$ cat src/rtl/univ_shiftreg.sv
// Universal shift register: hold/load/shift/rotate/arith-shift plus a sequenced
// multi-bit shift with busy/done. Optional parity output under UNIV_SHIFTREG_PARITY_EN.
module univ_shiftreg #(
    parameter  int WIDTH = 8,
    localparam int SHW   = $clog2(WIDTH + 1)
) (
    input  logic             clk,
    input  logic             rst_n,
    input  logic [2:0]       ctrl,
    input  logic [WIDTH-1:0] data_in,
    input  logic             shift_in_r,
    input  logic             shift_in_l,
    input  logic             dir,
    input  logic [SHW-1:0]   shamt,
    output logic [WIDTH-1:0] data_out,
    output logic             serial_out_r,
    output logic             serial_out_l,
    output logic             busy,
`ifdef UNIV_SHIFTREG_PARITY_EN
    output logic             parity,
`endif
    output logic             done
);

    typedef enum logic {IDLE, RUN} state_t;

    localparam logic [SHW-1:0] WIDTH_S = SHW'(WIDTH);

    state_t           state_q, state_d;
    logic [WIDTH-1:0] data_q, data_d;
    logic [SHW-1:0]   cnt_q, cnt_d;
    logic             dir_q, dir_d;
    logic             done_q, done_d;
    logic [SHW-1:0]   amt;

    // Amounts beyond the register width saturate; the word is fully replaced by then.
    always_comb begin
        amt = (shamt > WIDTH_S) ? WIDTH_S : shamt;
    end

    always_comb begin
        state_d = state_q;
        data_d  = data_q;
        cnt_d   = cnt_q;
        dir_d   = dir_q;
        done_d  = 1'b0;
        case (state_q)
            IDLE: begin
                case (ctrl)
                    3'b000: data_d = data_q;
                    3'b001: data_d = data_in;
                    3'b010: data_d = {shift_in_r, data_q[WIDTH-1:1]};
                    3'b011: data_d = {data_q[WIDTH-2:0], shift_in_l};
                    3'b100: data_d = {data_q[0], data_q[WIDTH-1:1]};
                    3'b101: data_d = {data_q[WIDTH-2:0], data_q[WIDTH-1]};
                    3'b110: data_d = {data_q[WIDTH-1], data_q[WIDTH-1:1]};
                    default: begin
                        if (amt == '0) begin
                            done_d = 1'b1;
                        end else begin
                            state_d = RUN;
                            cnt_d   = amt;
                            dir_d   = dir;
                        end
                    end
                endcase
            end
            RUN: begin
                data_d = dir_q ? {data_q[WIDTH-2:0], shift_in_l}
                               : {shift_in_r, data_q[WIDTH-1:1]};
                cnt_d  = cnt_q - SHW'(1);
                if (cnt_q == SHW'(1)) begin
                    state_d = IDLE;
                    done_d  = 1'b1;
                end
            end
            default: state_d = IDLE;
        endcase
    end

    always_ff @(posedge clk or negedge rst_n) begin
        if (!rst_n) begin
            state_q <= IDLE;
            data_q  <= '0;
            cnt_q   <= '0;
            dir_q   <= 1'b0;
            done_q  <= 1'b0;
        end else begin
            state_q <= state_d;
            data_q  <= data_d;
            cnt_q   <= cnt_d;
            dir_q   <= dir_d;
            done_q  <= done_d;
        end
    end

`ifdef UNIV_SHIFTREG_PARITY_EN
    logic parity_q;
    // Registered from the next value so it always matches the word on data_out.
    always_ff @(posedge clk or negedge rst_n) begin
        if (!rst_n) parity_q <= 1'b0;
        else        parity_q <= ^data_d;
    end
    assign parity = parity_q;
`endif

    assign data_out     = data_q;
    assign serial_out_r = data_q[0];
    assign serial_out_l = data_q[WIDTH-1];
    assign busy         = (state_q == RUN);
    assign done         = done_q;

endmodule

$ cat config.mk
export PLATFORM = sky130hd
export DESIGN_NAME = univ_shiftreg
export DESIGN_NICKNAME = d
export VERILOG_FILES = /design/src/rtl/univ_shiftreg.sv
export SDC_FILE = /design/constraint.sdc
export NUM_CORES = 1
export LEC_CHECK = 0
export ABC_AREA = 1
export BUFFER_PORTS_ARGS = -buffer_cell sky130_fd_sc_hd__buf_2
export CAP_MARGIN = 20
export CORE_MARGIN = 4
export CORE_UTILIZATION = 46
export DETAILED_ROUTE_END_ITERATION = 12
export PLACE_DENSITY = 0.75
export SLEW_MARGIN = 20
export SYNTH_ARGS = -nofsm -noshare
export SYNTH_HDL_FRONTEND = slang
export SYNTH_SLANG_ARGS = --single-unit
$ cat constraint.sdc
create_clock -name clk -period 1.05 [get_ports clk]
set_clock_uncertainty 0.05 [all_clocks]
set_input_delay 0.0525 -clock clk [delete_from_list [all_inputs] [get_ports clk]]
set_output_delay 0.0525 -clock clk [all_outputs]
set_load 0.02 [all_outputs]
==> run metrics, run 1 <==
DRC viols 0; Rows 17; Cell variety after synth 24; I/O pin cnt 32; Reg clk slew, reported paths 0.10 ns; Fin. Hold Viols 0; shortest period the worst path allows 1.15 ns; switching part of the total 49.0%; Final ANT Viol Nets 0; Psw 2.15 mW; critical path's slowest cell dfrtp_1; Chip Height 57.8 microns; failing checks setup timing; Worst setup EP type flip-flop; GP Congestion 0.868; Yosys warnings 0; outcome finished, violations left; Hold Crit Class input port to flip-flop; vias per cell 5.38; initial antenna violation count 0; Post-synth EDFFs 0; clock buffer depth 2; Clock power frac 7.6%; Non-Filler Instances 258; share of the synthesized area in the top cell type 32.9%; Setup TNS -1.01 ns; Syn Area/Cell 6.55 sq um; worst slew pin tran 0.355 ns; #FFs+latches synth 15; share of cells above drive strength 1 38.3%; routed wire length 3.53 mm; Wirelength per Cell 13.7 microns; DP HPWL 2.56 mm; Cells after DPL 246; setup repair after global routing missed its margin yes; antenna cells 0; post-layout util 71.7%; Critical Path Fanout Max 3; Rel. slew slack 76.3%; worst path cell trace ha_1 -> a31oi_1 -> or2_4; clk_lat worst skew 0.28 ns; Final Max Tran Viols 0; WS Path Type flip-flop to flip-flop; max-cap check violation count 0; initial core utilization 50.1%; area leader, netlist dfrtp_1; H-tree levels 1; Pre-Repair DR Iteration Count 4; crit-path leading delay family flip-flops; asr flop ratio synth 100%; Starting DRT DRC Count 94; Die Span X 57.8 microns; Critical Path Source Type flip-flop; VDD IR max 0.00186 V; max incr delay on CP 0.42 ns; fin crit share 109%; Die Area 3340 sq um; CP required 1.22 ns; Internal 2.24 mW; largest net degree at the start of global routing 16; number of global-route vias before repair 1335; Comb power frac 62.7%; via count 1387; CTS tree built; core area 2280 sq um; FMAX 870 MHz; Buf/Inv on CP 0; grt total ovfl 0; clock tree root driver cell clkbuf_4; Fill cells 195; Gate Count Post-Synth 174; LEAKAGE 0.804 nW; Tot GR Track Use 22.1%; Post-Syn Nets 196; Worst EP arrival 1.32 ns; first-pass GRT wire length 5.93 mm; Power Total 4.39 mW; Synth-to-Final Area Change 43.1%; Final setup viols 17; Nets 253; Clock Sink Count 15; slack of the critical path -0.0997 ns; Power Density 2690 nW/um^2; dominant synthesized flop cell dfrtp_1; Area contributors post-synth dfrtp_1 (33%), nor2_1 (14%), nand3_1 (10%); sequential power share 29.7%; Port Buffers 31; mapped cell area 1140 sq um; CTS buffer count 3; post-synthesis sequential area ratio 32.9%
==> what timing repair did <==
action,4_1_cts,5_1_grt
setup buffers,1,2
gates cloned,1,0
gates resized for setup,12,17
endpoints found under the hold margin,18,0
endpoints found under the setup margin,21,22
hold buffers,4,0
pin swaps,12,5
==> placed cells by master, fill, tap and decap left out, types with 2 or more instances in the layout <==
cell type      synthesis  final
a21oi_1               12      9
nand3_1               23     23
dlygate4sd3_1          0      4
nor2_1                41     36
a31oi_1                2      2
inv_2                  2      6
dfrtp_2                0      4
buf_4                  2     18
a21oi_2                1      3
nand2_2                2      2
nor2_2                 1      4
buf_2                  2     30
nor2_4                 0      2
clkbuf_4               0      3
nand4_1                7      7
o21ai_0               12      8
dfrtp_1               15     11
inv_1                 11      6
o21ai_1                0      3
buf_6                  0      6
nand2_1               30     30
==> final timing paths <==
path,start,to,slack (ns),cells after the start
hold reg to reg,cnt_q[1],cnt_q[1],0.48,2
setup / recovery,cnt_q[0],busy,-0.1,3
setup reg to reg,cnt_q[0],busy,-0.1,3
min in group asynchronous,rst_n,dir_q,0.15,2
hold / removal,shamt[0],done,0.03,4
max in group asynchronous,rst_n,data_out[0],0.52,2
==> sequential cells by signal (all words and copies together), names as in the netlist <==
name / count
done: 1
dir_q: 1
busy: 1
cnt_q: 4
data_out: 8
==> power by group through the flow <==
stage | combinational [mW] | clock (mW) | sequential (mW)
4_1_cts | 2.49 | 0.340 | 1.27
6_report | 2.75 | 0.335 | 1.30
2_1_floorplan | 1.44 | 0 | 1.40
3_5_place_dp | 2.32 | 0 | 1.25
3_3_place_gp | 2.26 | 0 | 1.24
5_1_grt | 3.05 | 0.375 | 1.35
==> cells by family after synthesis <==
logic type                 after synthesis  synth area share, %
and+or+nand+nor                        107                 42.8
AOI/OAI and AO/OA                       29                 13.7
buffers and inverters                   20                 7.57
adders and majority gates                2                 2.20
DFF                                     15                 32.9
xor gates and xnor gates                 1                0.769
==> metrics by stage <==
step / setup slack [ns] / hold WS, ns / cell area (sq um)
after floorplan: -0.0421 / -0.293 / 1180
after global placement: -0.0688 / -0.0800 / 1460
after CTS: -0.0840 / 0.0155 / 1570
after detailed placement: -0.131 / -0.0661 / 1460
after global routing: -0.200 / 0.0379 / 1630
final: -0.0997 / 0.0330 / 1630
==> final cells by class <==
| class | count | area [sq um] | share of cell area [%] |
|---|---|---|---|
| Tap cell | 28 | 35.0 | 2.15 |
| Clock buffer | 3 | 22.5 | 1.38 |
| Timing Repair Buffer | 58 | 393 | 24.1 |
| Inverter | 14 | 60.1 | 3.68 |
| Clock inverter | 1 | 5.00 | 0.307 |
| Multi-Input combinational cell | 139 | 736 | 45.1 |
| Sequential cell | 15 | 380 | 23.3 |
==> Yosys cell counts (2+ instances only) <==
cell type and instances:
clkbuf_1 2, nand4_1 7, a31oi_1 2, inv_2 2, nand2_2 2, buf_4 2, buf_2 2, nand3_1 23
a21oi_1 12, o21ai_0 12, nor2_1 41, ha_1 2, inv_1 11, dfrtp_1 15, nand2_1 30
==> layer usage <==
metal / routed length (microns) / GRT usage [%]
met4: 38 / 8.94
met2: 1750 / 37.6
met3: 228 / 2.23
met5: 0 / 0
met1: 1510 / 28.5
==> tightest hold or removal path, cell delays in order <==
cell and delay (ns):
buf_2 0.09, nor2_1 0.05, nand3_1 0.07, a21oi_1 0.07
Note: power is estimated with default switching activity, not from simulation.
==> run 2: changes to the inputs <==
PLACE_DENSITY = not set   (was 0.75)
PLACE_DENSITY_LB_ADDON = 0.08   (was not set)
==> run metrics, run 2 (same netlist as run 1, synthesis figures left out) <==
max-cap check violation count 0; CP required 1.21 ns; post-layout util 75.0%; Nets 256; WS Path Type flip-flop to flip-flop; Power Total 4.68 mW; met3 WL 257 microns; clock tree root driver cell clkbuf_4; commonest cells after routing, fill and taps aside nor2_1 (38), nand2_1 (30), buf_2 (28); Port Buffers 31; Die Span X 57.8 microns; Synth-to-Final Area Change 49.7%; Critical Path Fanout Max 3; Non-Filler Instances 261; Final ANT Viol Nets 0; core area 2280 sq um; Power Density 2740 nW/um^2; number of global-route vias before repair 1366; commonest non-fill, non-tap cell in the layout nor2_1; failing checks setup timing; Fill cells 192; setup repair after global routing missed its margin yes; Rows 17; DP HPWL 2.50 mm; initial core utilization 50.1%; H-tree levels 1; clock buffer depth 2; Final setup viols 17; Fin. Hold Viols 0; largest net degree at the start of global routing 16; clk_lat worst skew 0.30 ns; Chip Height 57.8 microns; Setup TNS -1.58 ns; LEAKAGE 0.821 nW; outcome finished, violations left; M1 WL 1.54 mm; first-pass GRT wire length 6.16 mm; I/O pin cnt 32; Cells after DPL 245; routed wire length 3.67 mm; via count 1447; Tot GR Track Use 22.9%; grt total ovfl 0; fin crit share 117%; shortest period the worst path allows 1.23 ns; CTS buffer count 3; Critical Path Source Type flip-flop; VDD IR max 0.00167 V; Rel. slew slack 76.9%; antenna cells 0; share of cells above drive strength 1 39.5%; slack of the critical path -0.181 ns; highest metal used met4; Largest register FFs 8; initial antenna violation count 0; Starting DRT DRC Count 92; Clock Sink Count 15; CTS tree built; Die Area 3340 sq um; Pre-Repair DR Iteration Count 4; worst slew pin tran 0.346 ns; GP Congestion 0.869; DRC viols 0; Worst EP arrival 1.39 ns; FMAX 812 MHz; Hold Crit Class input port to flip-flop; vias per cell 5.54; Reg clk slew, reported paths 0.10 ns; Final Max Tran Viols 0; Wirelength per Cell 14.1 microns; Worst setup EP type flip-flop; met2 WL 1.79 mm
-- run 2: worst max-delay path, cell delays in order, from the launching register on --
cell	delay, ns
dfrtp_2	0.43
inv_2	0.07
ha_4	0.16
xnor2_2	0.13
o21ai_2	0.13
nand2_1	0.08
o21ai_1	0.11
-- run 2: per-stage QoR --
| stage | hold WS [ns] | setup WS [ns] | instance area, sq um |
|---|---|---|---|
| floorplan | -0.293 | -0.0421 | 1180 |
| global placement | -0.0801 | -0.0677 | 1450 |
| detailed placement | -0.0721 | -0.108 | 1450 |
| CTS | 0.00914 | -0.0949 | 1590 |
| global route | 0.0417 | -0.221 | 1710 |
| finish | 0.00281 | -0.181 | 1710 |
-- run 2: final timing paths --
check / from / end / slack, ns / cells past startpoint
worst max-delay path: cnt_q[0] / cnt_q[2] / -0.18 / 6
worst min-delay path: shamt[2] / done / 0.003 / 4
worst max register to register: cnt_q[0] / cnt_q[2] / -0.18 / 6
worst min register to register: cnt_q[1] / cnt_q[1] / 0.49 / 2
max in group asynchronous: rst_n / data_out[0] / 0.54 / 2
min in group asynchronous: rst_n / done / 0.13 / 2
-- run 2: layer usage --
metal	up-vias	GRT usage (%)
met4	0	10.6
met1	676	30.3
met3	10	2.00
li1	703	-
met5	-	0
met2	58	37.6
-- run 2: timing repair --
action,in CTS,in global routing
gates resized for setup,14,27
buffers inserted,1,3
pin swaps,9,4
hold buffers,6,0
endpoints found under the setup margin,22,24
hold endpoints to repair,19,0
gates cloned,2,0
-- run 2: final cells by class --
type | instances | area, sq um | share of cell area [%]
clock buffers | 3 | 22.5 | 1.32
clock inverters | 1 | 5.00 | 0.293
inverters | 14 | 62.6 | 3.67
multi-input cells | 139 | 769 | 45.1
flip-flops and latches | 15 | 383 | 22.4
well taps | 28 | 35.0 | 2.05
repair buffers | 61 | 429 | 25.1
-- run 2: where the power goes --
| part | switching, mW | internal (mW) | total (mW) |
|---|---|---|---|
| Clock | 0.209 | 0.142 | 0.351 |
| Combinational | 1.64 | 1.33 | 2.97 |
| Sequential | 0.461 | 0.896 | 1.36 |
| Total | 2.31 | 2.37 | 4.68 |
